### src/rtl/pim_pkg.sv
// Shared PIM opcode definitions, used by the command sequencer and by the
// PIM module's own control logic so both sides decode opcodes identically.
package pim_pkg;

    // PIM opcode encodings. 000-011 are ALU ops writing to addr_result,
    // 101 and 110 are no-ops that never reach the PIM.
    typedef enum logic [2:0] {
        OP_ALU0  = 3'b000,
        OP_ALU1  = 3'b001,
        OP_ALU2  = 3'b010,
        OP_ALU3  = 3'b011,
        OP_WRITE = 3'b100,
        OP_NOP   = 3'b101,
        OP_NOP2  = 3'b110,
        OP_READ  = 3'b111
    } pim_op_e;

    // ALU ops occupy the lower half of the opcode space.
    function automatic logic op_is_alu(input logic [2:0] op);
        return op[2] == 1'b0;
    endfunction

    function automatic logic op_is_nop(input logic [2:0] op);
        return (op == OP_NOP) || (op == OP_NOP2);
    endfunction

endpackage

### src/rtl/pim_cmd_fifo.sv
// In-order command FIFO for the PIM sequencer. Pointers carry one extra MSB
// so that full (MSBs differ, indices equal) and empty (pointers equal) are
// told apart without a separate occupancy counter.
module pim_cmd_fifo #(
    parameter int unsigned WIDTH = 8,
    parameter int unsigned DEPTH = 4
) (
    input  logic             clk,
    input  logic             rst_n,
    input  logic             push_i,
    input  logic [WIDTH-1:0] wdata_i,
    input  logic             pop_i,
    output logic [WIDTH-1:0] rdata_o,
    output logic             full_o,
    output logic             empty_o
);

    localparam int unsigned PTR_W = (DEPTH > 1) ? $clog2(DEPTH) : 1;
    localparam logic [PTR_W:0] PTR_ONE = {{PTR_W{1'b0}}, 1'b1};

    logic [WIDTH-1:0] mem_q [DEPTH];
    logic [PTR_W:0]   wptr_q, wptr_d;
    logic [PTR_W:0]   rptr_q, rptr_d;
    logic             do_push;
    logic             do_pop;

    assign empty_o = (wptr_q == rptr_q);
    assign full_o  = (wptr_q[PTR_W] != rptr_q[PTR_W]) &&
                     (wptr_q[PTR_W-1:0] == rptr_q[PTR_W-1:0]);
    assign do_push = push_i && !full_o;
    assign do_pop  = pop_i && !empty_o;
    assign rdata_o = mem_q[rptr_q[PTR_W-1:0]];

    // Next pointer values: advance on an accepted push/pop.
    always_comb begin
        wptr_d = wptr_q;
        rptr_d = rptr_q;
        if (do_push) wptr_d = wptr_q + PTR_ONE;
        if (do_pop)  rptr_d = rptr_q + PTR_ONE;
    end

    // Storage array; contents need no reset since empty gates the head.
    always_ff @(posedge clk) begin
        if (do_push) mem_q[wptr_q[PTR_W-1:0]] <= wdata_i;
    end

    // Pointer registers with synchronous active-low reset (flushes the FIFO).
    always_ff @(posedge clk) begin
        if (!rst_n) begin
            wptr_q <= '0;
            rptr_q <= '0;
        end else begin
            wptr_q <= wptr_d;
            rptr_q <= rptr_d;
        end
    end

endmodule

### src/rtl/pim_cmd_sequencer.sv
// Command sequencer in front of the PIM module: buffers commands in an
// in-order FIFO, issues at most one per cycle through a one-cycle issue
// register and returns READ results over a backpressured response slot.
// Optional build macro PIM_SEQ_PERF_EN adds perf_issued/perf_stall counters.
module pim_cmd_sequencer
    import pim_pkg::*;
#(
    parameter int unsigned DATA_WIDTH = 32,
    parameter int unsigned ADDR_WIDTH = 10,
    parameter int unsigned FIFO_DEPTH = 4
) (
    input  logic                  clk,
    input  logic                  rst_n,
    input  logic                  cmd_valid,
    output logic                  cmd_ready,
    input  logic [2:0]            cmd_opcode,
    input  logic [ADDR_WIDTH-1:0] cmd_addr_a,
    input  logic [ADDR_WIDTH-1:0] cmd_addr_b,
    input  logic [ADDR_WIDTH-1:0] cmd_addr_result,
    input  logic [DATA_WIDTH-1:0] cmd_data,
    output logic                  resp_valid,
    input  logic                  resp_ready,
    output logic [DATA_WIDTH-1:0] resp_data,
    output logic [2:0]            pim_opcode,
    output logic [ADDR_WIDTH-1:0] pim_addr_a,
    output logic [ADDR_WIDTH-1:0] pim_addr_b,
    output logic [ADDR_WIDTH-1:0] pim_addr_result,
    output logic [DATA_WIDTH-1:0] pim_write_data,
    input  logic [DATA_WIDTH-1:0] pim_result,
    output logic                  busy
`ifdef PIM_SEQ_PERF_EN
    ,
    output logic [31:0]           perf_issued,
    output logic [31:0]           perf_stall
`endif
);

    typedef struct packed {
        logic [2:0]            op;
        logic [ADDR_WIDTH-1:0] addr_a;
        logic [ADDR_WIDTH-1:0] addr_b;
        logic [ADDR_WIDTH-1:0] addr_result;
        logic [DATA_WIDTH-1:0] data;
    } cmd_t;

    localparam cmd_t IDLE_CMD = '{
        op:          OP_NOP,
        addr_a:      '0,
        addr_b:      '0,
        addr_result: '0,
        data:        '0
    };

    cmd_t                  in_cmd;
    cmd_t                  head_cmd;
    logic                  fifo_full;
    logic                  fifo_empty;
    logic                  fifo_push;
    logic                  fifo_pop;

    cmd_t                  iss_q, iss_d;
    logic                  iss_vld_q, iss_vld_d;
    logic                  resp_valid_q, resp_valid_d;
    logic [DATA_WIDTH-1:0] resp_data_q, resp_data_d;

    logic                  head_read;
    logic                  head_nop;
    logic                  head_direct;
    logic                  issue_is_read;
    logic                  read_ok;
    logic                  load;
    logic                  capture;

    assign in_cmd = '{
        op:          cmd_opcode,
        addr_a:      cmd_addr_a,
        addr_b:      cmd_addr_b,
        addr_result: cmd_addr_result,
        data:        cmd_data
    };

    // No pass-through: readiness depends only on the registered full flag.
    assign cmd_ready = !fifo_full;

    // NOP commands complete the handshake but are never stored, so they cannot
    // cost an issue slot between the commands around them in the queue.
    assign fifo_push = cmd_valid && cmd_ready && !op_is_nop(cmd_opcode);

    pim_cmd_fifo #(
        .WIDTH ($bits(cmd_t)),
        .DEPTH (FIFO_DEPTH)
    ) u_fifo (
        .clk     (clk),
        .rst_n   (rst_n),
        .push_i  (fifo_push),
        .wdata_i (in_cmd),
        .pop_i   (fifo_pop),
        .rdata_o (head_cmd),
        .full_o  (fifo_full),
        .empty_o (fifo_empty)
    );

    // Head classification and pop rule.
    assign head_read     = (head_cmd.op == OP_READ);
    assign head_nop      = op_is_nop(head_cmd.op);
    assign head_direct   = (head_cmd.op == OP_WRITE) || op_is_alu(head_cmd.op);
    assign issue_is_read = (iss_q.op == OP_READ);
    // A READ may only issue if its result has somewhere to land next cycle,
    // and never right behind another READ still in the issue register.
    assign read_ok       = (!resp_valid_q || resp_ready) && !issue_is_read;
    assign load          = !fifo_empty && (head_direct || (head_read && read_ok));
    assign fifo_pop      = load || (!fifo_empty && head_nop);
    assign capture       = issue_is_read && (!resp_valid_q || resp_ready);

    // Next-state for the issue register and the response slot.
    always_comb begin
        iss_d        = IDLE_CMD;
        iss_vld_d    = 1'b0;
        resp_valid_d = resp_valid_q;
        resp_data_d  = resp_data_q;
        if (load) begin
            iss_d     = head_cmd;
            iss_vld_d = 1'b1;
        end
        if (capture) begin
            resp_valid_d = 1'b1;
            resp_data_d  = pim_result;
        end else if (resp_ready) begin
            resp_valid_d = 1'b0;
        end
    end

    // Issue register and response slot; reset returns to idle NOP and drops
    // any pending response.
    always_ff @(posedge clk) begin
        if (!rst_n) begin
            iss_q        <= IDLE_CMD;
            iss_vld_q    <= 1'b0;
            resp_valid_q <= 1'b0;
            resp_data_q  <= '0;
        end else begin
            iss_q        <= iss_d;
            iss_vld_q    <= iss_vld_d;
            resp_valid_q <= resp_valid_d;
            resp_data_q  <= resp_data_d;
        end
    end

    assign pim_opcode      = iss_q.op;
    assign pim_addr_a      = iss_q.addr_a;
    assign pim_addr_b      = iss_q.addr_b;
    assign pim_addr_result = iss_q.addr_result;
    assign pim_write_data  = iss_q.data;
    assign resp_valid      = resp_valid_q;
    assign resp_data       = resp_data_q;
    assign busy            = !fifo_empty || iss_vld_q || resp_valid_q;

`ifdef PIM_SEQ_PERF_EN
    logic [31:0] perf_issued_q;
    logic [31:0] perf_stall_q;
    logic        read_stall;

    assign read_stall = !fifo_empty && head_read && !read_ok;

    // Free-running perf counters, wrapping modulo 2^32.
    always_ff @(posedge clk) begin
        if (!rst_n) begin
            perf_issued_q <= '0;
            perf_stall_q  <= '0;
        end else begin
            if (iss_vld_q)  perf_issued_q <= perf_issued_q + 32'd1;
            if (read_stall) perf_stall_q  <= perf_stall_q + 32'd1;
        end
    end

    assign perf_issued = perf_issued_q;
    assign perf_stall  = perf_stall_q;
`endif

endmodule
### config.mk
export PLATFORM = sky130hd
export DESIGN_NAME = pim_cmd_sequencer
export DESIGN_NICKNAME = d
export VERILOG_FILES = /design/src/rtl/pim_pkg.sv /design/src/rtl/pim_cmd_fifo.sv /design/src/rtl/pim_cmd_sequencer.sv
export SDC_FILE = /design/constraint.sdc
export NUM_CORES = 1
export LEC_CHECK = 0
export ABC_AREA = 1
export BUFFER_PORTS_ARGS = -buffer_cell sky130_fd_sc_hd__buf_2
export CELL_PAD_IN_SITES_DETAIL_PLACEMENT = 0
export CELL_PAD_IN_SITES_GLOBAL_PLACEMENT = 2
export CORE_MARGIN = 10
export CORE_UTILIZATION = 34
export DETAILED_ROUTE_END_ITERATION = 10
export HOLD_SLACK_MARGIN = 0.03
export PLACE_DENSITY = 0.77
export RECOVER_POWER = 100
export SYNTH_ARGS = -nofsm -noshare
export SYNTH_HDL_FRONTEND = slang
export SYNTH_SLANG_ARGS = --single-unit
### constraint.sdc
create_clock -name clk -period 3.9 [get_ports clk]
set_input_delay 0.195 -clock clk [delete_from_list [all_inputs] [get_ports clk]]
set_output_delay 0.195 -clock clk [all_outputs]
set_load 0.02 [all_outputs]
# Word-level counts from Yosys, hierarchy flattened
# Memories as Yosys holds them, arrays and structs flattened. A register that Yosys moved wholly into a read port is not among the register bits.
# Cells that the tools add are included.
classes:
  add_sub_neg: 2
  multipliers: 0
  n_div: 0
  order_cmp: 0
  n_eq_ne: 10
  shift: 0
  muxes: 7
  bitwise_logic: 1
  reduce_logical: 25
ops:
  columns: ["operator", "n"]
  rows:
  - ["$eq 3x3->1 const B", 7]
  - ["$logic_and 1x1->1", 10]
  - ["$logic_or 1x1->1", 8]
  - ["$add 3x1->3 const B", 2]
  - ["$logic_not 1->1", 5]
  - ["$mux 1", 5]
  - ["$mux 2", 2]
  - ["$eq 3x3->1", 1]
  - ["$eq 2x2->1", 1]
  - ["$reduce_and 2->1", 1]
  - ["$reduce_bool 2->1", 1]
  - ["$ne 1x1->1", 1]
  - ["$not 1->1", 1]
totals:
  register_bits: 105
  latchBits: 0
  ram_bits: 260
  mem_bits_ro: 0
  out_inout_bits: 100
  n_memories: 1
mem_list:
  columns: ["memory", "depth", "width", "read_ports", "rd_clocked_by_memory_dff", "wr", "line", "source"]
  rows:
  - ["u_fifo.mem_q", 4, 65, 1, 1, 1, "pim_cmd_fifo.sv:21", "logic [WIDTH-1:0] mem_q [DEPTH];"]

# Logic depth before layout (Yosys ltp)
# Gate-level depths: netlist of run 1.
logic_depth:
  depth_word: 10
  mapped_depth: 11
  depth_no_buf: 10

# Modules after synthesis
# A second synthesis of run 1 with hierarchy kept.
hier_totals:
  cells_unflattened: 1105
  area_unflattened_um2: 13773.2
modules_own_cells:
  columns: ["mod", "instances", "cells_per_inst", "area_per_inst_um2", "seq_area_each_um2"]
  rows:
  - ["pim_cmd_fifo", 1, 703, 10431.3, 7967.6]
  - ["pim_cmd_sequencer", 1, 402, 3342.0, 1981.9]

# Worst setup path after synthesis of run 1
# Ideal clock, no wire load.
synth_timing:
  path_type: "register to register"
  start: "register u_fifo.wptr_q[2]"
  end: "memory u_fifo.mem_q[0][0] (netlist name), enable pin"
  setup_ns: 0.489
  t_arrival_ns: 3.747
  required_time_ns: 3.411
  slack_ns: -0.336
  stages_incl_launch_ff: 6
  n_path_buf: 0
  period_less_slack_ns: 4.236
  cell_sequence: "dfxtp_1 -> xnor2_1 -> inv_1 -> nand3_1 -> nand3b_1 -> nor2_1"
synth_between:
  elab_chain_len: 8
synth_rtl:
  columns: ["item", "line", "source"]
  rows:
  - ["start: declaration", "pim_cmd_fifo.sv:22", "logic [PTR_W:0] wptr_q, wptr_d;"]
  - ["start signal: assignment", "pim_cmd_fifo.sv:53", "wptr_q <= wptr_d;"]
  - ["$ne 1x1->1 *", "pim_cmd_fifo.sv:28", "assign full_o = (wptr_q[PTR_W] != rptr_q[PTR_W]) &&"]
  - ["$logic_and 1x1->1 *", "pim_cmd_fifo.sv:28", null]
  - ["$logic_not 1->1 *", "pim_cmd_sequencer.sv:83", "assign cmd_ready = !fifo_full;"]
  - ["via cmd_ready", "pim_cmd_sequencer.sv:15", "output logic cmd_ready,"]
  - ["$logic_and 1x1->1 (2 in series)", "pim_cmd_sequencer.sv:87", "assign fifo_push = cmd_valid && cmd_ready && !op_is_nop(cmd_opcode);"]
  - ["$logic_and 1x1->1 *", "pim_cmd_fifo.sv:30", "assign do_push = push_i && !full_o;"]
  - ["$mux 1 *", "pim_cmd_fifo.sv:44", "if (do_push) mem_q[wptr_q[PTR_W-1:0]] <= wdata_i;"]
  - ["$mux 1 (implied by the code) *", "pim_cmd_fifo.sv:44", null]
  - ["end: declaration", "pim_cmd_fifo.sv:21", null]
# The timed path passes the listed nets; every way through them passes the cells marked *.

==> impl_results.md, run 1 <==
- Worst-case clock buffer depth: 3
- IO buf count: 200
- Adder-cell area share of the yosys netlist: 0.469%
- GR peak layer: met2
- Initial Utilization: 34.5%
- Worst Skew: roughly 0.023 ns
- Postcts setup bufs: 0
- Via/cell ratio: 4.48
- Met2 Usage GRT: 21.1%
- Setup TNS: 0 ns
- Met3 Resource Use GR: 3.90%
- Final Max Slew Viols: between 60 and 70
- Worst slew pin tran: 1.60 ns
- Cells after Synth: 1,064
- Layout cell share with drive strength beyond 1: 9.22%
- Failing checks: max-capacitance violations, max-slew violations
- Post-Synth Simple-Gate Area: 11.2%
- Setup CP Type: register to register
- Fmax: 0.344 GHz
- Gr ovfl total: 0
- Number of diodes: 0
- Tot GR Track Use: 13.1%
- Post-synth EDFFs: 260
- DRC viols: 0
- CTS tree: yes
- CP peak stage delay: 1.16 ns
- Final setup vio count: 0
- Hold slack: 0.124 ns
- Crit path top cell by count: a21oi_1
- Ports: 201
- Initial antenna violation count: 3
- Number of synthesized register bits: 367
- Final HPWL from detailed placement: 18.5 mm
- Final Critical Period: ~2.9 ns
- LEAKAGE: between 5 and 6 nW
- Post-Synthesis Net Count: 1,170
- Vias in the first global route: approximately 8,700
- Area growth syn-to-layout: 25.1%
- Synth Area in Compound Gates: 10.2%
- Clock Sinks: between 300 and 400
- Hold WC Path Type: primary input to register
- Final period utilization: between 70% and 80%
- Synth cell types: 26
- Post-cts sizing count: 0
- Status: complete, but fails checks
- Antenna Nets Post-Route: 0
- Design area: 16,700 µm²
- Die area: 47,600 µm²
- Largest family of logic cells by synthesized area: simple AND/OR/NAND/NOR gates
- FILL cells: 3,669
- CP arrival: 3.28 ns
- Final wirelength: roughly 32 mm
- Synth Area in XOR/XNOR: less than 1%
- Max transition margin: -6.57%
- Mapped Area: 13,300 µm²
- Primary FF master, synth: edfxtp_1
- Core area: 38,700 µm²
- Final cell count without fillers: 1,907
- RePlAce Congestion: roughly 0.77
- First-pass GRT wire length: roughly 49 mm
- Crit. End Element: register
- Seq/Total Area, Yosys: about three quarters
- Pin count of the biggest net entering global routing: around 100
- Syn_area_per_cell: roughly 13 µm²
- DR WL/cell: 16.7 µm
- Critical path's slowest cell: clkbuf_2
- Vias: approximately 8,500
- Clock root buffer master: clkbuf_16
- DRT iter0 DRCs: 427
- Cts bufs inserted: 41
- Worst-path clk slew: around 0.060 ns
- RSZ-0062 raised after global routing: false
- VDD IR max: 410 µV
- Max cap viols: 1
- FP Rows: 72
- Clk_lat worst skew: between 0.5 and 0.6 ns
- Power per Cell Area: 708 nW/µm²
- Crit path cell chain: clkbuf_2 > nand3_1 > nand2_1 > inv_1 > a21oi_1 > nand2_2 > nand2_8 > a21oi_1
- Asr flop ratio synth: 0%
- Chip width: 218 µm
- Nets: ~1,500
- Worst Path Required: roughly 4.3 ns
- DIE HEIGHT: 218 µm
- Yosys warns: 0
- Worst-path fanout max: 66
- CP Launch Type: register
- Hold-fix buffers, CTS: 97
- Met1 usage: 16.7%
- Cells after DPL: 1,735
- Post-synthesis mux area share: 0%
- Hold Fails Final Rpt: 0
- Cell Area, Placed: 14,800 µm²
- Pre-antenna DRT Iters: 7
- H-tree depth: 2
[cell usage after synthesis, drive strengths merged, types with 3 or more instances]
cell | n | area share [%]
buf | 38 | 2.1
nor2 | 329 | 9.3
inv | 24 | 0.67
dfxtp | 107 | 16
ha | 5 | 0.47
o21ai | 158 | 5.9
nand3 | 13 | 0.60
a21oi | 68 | 4.2
edfxtp | 260 | 58
nand2 | 35 | 1.2
clkbuf | 20 | 0.56
xnor2 | 3 | 0.20
[routing by layer]
metal,routed length (µm),up-vias,part of all wire [%]
li1,-,4261,-
met1,14200,3986,44
met2,15000,223,47
met3,2120,59,6.6
met4,633,6,2.0
met5,29,-,0.091
[sequential cells by signal (all words and copies together) (netlist names), named ones only]
name,flops
u_fifo.mem_q,260
pim_write_data,32
resp_data,32
pim_opcode,3
pim_addr_result,10
iss_vld_q,1
u_fifo.wptr_q,3
pim_addr_b,10
pim_addr_a,10
u_fifo.rptr_q,3
resp_valid,1
[where the power goes]
part | internal, W | total [W] | switching, W
registers | 0.00473 | 0.00498 | 0.000254
logic | 0.000793 | 0.00295 | 0.00216
clock network | 0.00240 | 0.00389 | 0.00149
total | 0.00791 | 0.0118 | 0.00391
[cell families (layout without fill, tap and decap cells)]
| group | Yosys count | count (layout) |
|---|---|---|
| simple gates | 380 | 380 |
| flops | 367 | 367 |
| compound gates | 226 | 226 |
| buf+inv | 82 | 407 |
| fa+ha+maj | 5 | 5 |
| xor+xnor | 4 | 4 |
[final timing paths]
path	start	end	cells past startpoint	slack, ns
setup / recovery	register	pim_write_data[27]	8	1.0
hold / removal	resp_ready	resp_valid	6	0.12
setup reg to reg	register	pim_write_data[27]	8	1.0
hold reg to reg	resp_data[22]	resp_data[22]	2	0.51
[through the flow]
step	setup WS, ns	total power, W	utilization [%]
detailed placement	1.39	0.00832	38.2
floorplan	-0.336	0.00736	-
global route	0.693	0.0125	43.1
finish	0.995	0.0118	43.1
global placement	1.45	0.00831	38.2
CTS	1.38	0.0123	44.3
[layout make-up]
class	instances	area (µm²)	share of cell area, %
Clock buffer	57	1190	7.12
Clock inverter	18	200	1.20
Inverter	24	92.6	0.555
Multi-Input combinational cell	615	2750	16.4
Sequential cell	367	9950	59.6
Tap cell	518	648	3.88
Timing Repair Buffer	308	1860	11.2
[worst max-delay path, delay by kind of cell (launching register included)]
| kind | cells | cell delay [ns] |
|---|---|---|
| buffers and inverters | 2 | 1.23 |
| and+or+nand+nor | 4 | 0.84 |
| DFF | 1 | 0.34 |
| AOI/OAI and AO/OA | 2 | 0.27 |
[layout by cell type, fill, tap and decap left out, types with 30 or more instances in the layout]
master and instances:
edfxtp_1 260, dfxtp_1 105, nor2_1 325, a21oi_1 67
nand2_1 30, dlygate4sd3_1 97, clkbuf_16 43, o21ai_0 157
clkbuf_1 174, buf_2 35
Note: power is estimated with default switching activity, not from simulation.
==> run 2: changes to the inputs <==
--- a/config.mk
+++ b/config.mk
@@ -10,10 +10,10 @@
 export CELL_PAD_IN_SITES_DETAIL_PLACEMENT = 0
 export CELL_PAD_IN_SITES_GLOBAL_PLACEMENT = 2
 export CORE_MARGIN = 10
-export CORE_UTILIZATION = 34
+export CORE_UTILIZATION = 38
 export DETAILED_ROUTE_END_ITERATION = 10
 export HOLD_SLACK_MARGIN = 0.03
-export PLACE_DENSITY = 0.77
+export PLACE_DENSITY = 0.82
 export RECOVER_POWER = 100
 export SYNTH_ARGS = -nofsm -noshare
 export SYNTH_HDL_FRONTEND = slang
==> constraint.sdc (replaced) <==
create_clock -name clk -period 2.97 [get_ports clk]
set_input_delay 0.1485 -clock clk [delete_from_list [all_inputs] [get_ports clk]]
set_output_delay 0.1485 -clock clk [all_outputs]
set_load 0.02 [all_outputs]
==> impl_results.md, run 2 (same netlist as run 1, synthesis figures left out) <==
- Status: complete, no violations
- Ports: ~200
- Worst-path clk slew: ~0.060 ns
- Final Critical Period: 2.38 ns
- FP Rows: a little under 70
- Area growth syn-to-layout: 25.2%
- Cts bufs inserted: 41
- Final wirelength: 31.8 mm
- LEAKAGE: 6.00 nW
- CP arrival: 2.51 ns
- Clk_lat worst skew: 0.52 ns
- Layout cell share with drive strength beyond 1: 9.68%
- Final critical-path setup slack: 0.588 ns
- Vias in the first global route: 8,961
- RSZ-0062 raised after global routing: false
- Max transition margin: between 30% and 40%
- Power per Cell Area: 942 nW/µm²
- Setup WS pre-CTS: 0.679 ns
- Worst-path fanout max: 28
- Critical path's top delay family: buffers and inverters
- Initial Utilization: 38.5%
- DR WL/cell: 17.2 µm
- Setup CP Type: register to register
- Nets: 1,469
- Overall power: 0.0157 W
- IO buf count: 200
- Worst-case clock buffer depth: 3
- Initial antenna violation count: 3
- Clock root buffer master: clkbuf_16
- Via/cell ratio: 4.68
- Gr ovfl total: 0
- Final HPWL from detailed placement: 18.0 mm
- H-tree depth: 2
- Fmax: 0.420 GHz
- Final period utilization: approximately four fifths
- DRC viols: 0
- RePlAce Congestion: 0.724
- Commonest cells after routing, fill and taps aside: nor2_1 (326), edfxtp_1 (260), clkbuf_1 (172)
- Die area: 43,000 µm²
- Final setup vio count: 0
- DRT iter0 DRCs: 340
- Crit. End Element: register
- CP Buf/Inv Count: 2
- Pre-antenna DRT Iters: 5
- Worst slew pin tran: 1.02 ns
- Antenna Nets Post-Route: 0
- Number of flip-flops in the largest register: 260
- Crit path cell chain: xnor2_1 > inv_1 > nand3_1 > nand3b_1 > nor2_1 > clkbuf_2
- Hold Fails Final Rpt: 0
- Core area: 34,600 µm²
- CP peak stage delay: 0.69 ns
- First-pass GRT wire length: 49.4 mm
- CTS tree: yes
- Pin count of the biggest net entering global routing: 89
- Hold WC Path Type: primary input to register
- Post-cts sizing count: 0
- Clock Sinks: roughly 370
- Worst Skew: 0.0170 ns
- Tot GR Track Use: 14.1%
- Commonest non-fill, non-tap cell in the layout: nor2_1
- Critical path's slowest cell: clkbuf_2
- VDD IR max: 459 µV
- Max cap viols: 0
- DIE HEIGHT: 207 µm
- Vias: 8,665
- Chip width: roughly 210 µm
- Worst Path Required: 3.10 ns
- Final Max Slew Viols: 0
- CP Launch Type: register
==> run 2: cell count changes in the layout (fill, tap and decap cells not counted), sizes merged, moves of 2 or more <==
cell    before  now
buf         42   46
bufinv       4    8
clkbuf     226  223
diode        0    2
==> run 2: through the flow <==
| step | cells | TNS, ns | instance area (µm²) | hold slack, ns | util [%] |
|---|---|---|---|---|---|
| 4_1_cts | 1850 | 0 | 17200 | 0.0610 | 49.6 |
| 5_1_grt | 1851 | 0 | 16700 | 0.0965 | 48.2 |
| 6_report | 1852 | 0 | 16700 | 0.0617 | 48.2 |
| 3_5_place_dp | 1678 | 0 | 14800 | 0.364 | 42.7 |
| 3_3_place_gp | 1678 | 0 | 14800 | 0.360 | 42.7 |
| 2_1_floorplan | 1064 | -62.09 | 13400 | 0.247 | - |
==> run 2: worst reg2reg max path: stages (launching register included) <==
cell and delay [ns]:
dfxtp_1 0.34, xnor2_1 0.21, inv_1 0.07, nand3_1 0.10
nand3b_1 0.34, nor2_1 0.25, clkbuf_2 0.69
==> run 2: cell type report <==
type	instances	area (µm²)
clock buffers	52	1120
diodes	2	5.00
clock inverters	23	325
flip-flops and latches	367	9960
inverters	24	91.3
repair buffers	314	1890
fillers	3146	17900
multi-input cells	615	2760
well taps	455	569
==> run 2: path summary, 6_finish.rpt <==
| kind | startpoint | end | slack [ns] | cells after the start |
|---|---|---|---|---|
| max | u_fifo.wptr_q[2] | u_fifo.mem_q[1][10] | 0.59 | 6 |
| min | resp_ready | resp_valid | 0.06 | 6 |
| max reg2reg | u_fifo.wptr_q[2] | u_fifo.mem_q[1][10] | 0.59 | 6 |
| min reg2reg | resp_data[3] | resp_data[3] | 0.51 | 2 |
==> run 2: repair_timing <==
item	CTS	global route
hold buffers	97	0
endpoints found under the hold margin	292	0
endpoints found under the setup margin	0	0
setup buffers	0	0
==> run 2: per-layer routing <==
| layer | global-route usage (%) | vias to the layer above | share of wire, % |
|---|---|---|---|
| li1 | - | 4268 | - |
| met1 | 17.1 | 4134 | 44 |
| met2 | 24.1 | 208 | 48 |
| met3 | 4.23 | 51 | 6.3 |
| met4 | 3.61 | 4 | 1.9 |
| met5 | 0 | - | 0.085 |
==> run 2: report_power, final <==
| part | internal (W) | total, W | switching, W |
|---|---|---|---|
| combinational | 0.00106 | 0.00387 | 0.00281 |
| sequential | 0.00621 | 0.00655 | 0.000346 |
| clock | 0.00336 | 0.00531 | 0.00195 |
| total | 0.0106 | 0.0157 | 0.00511 |
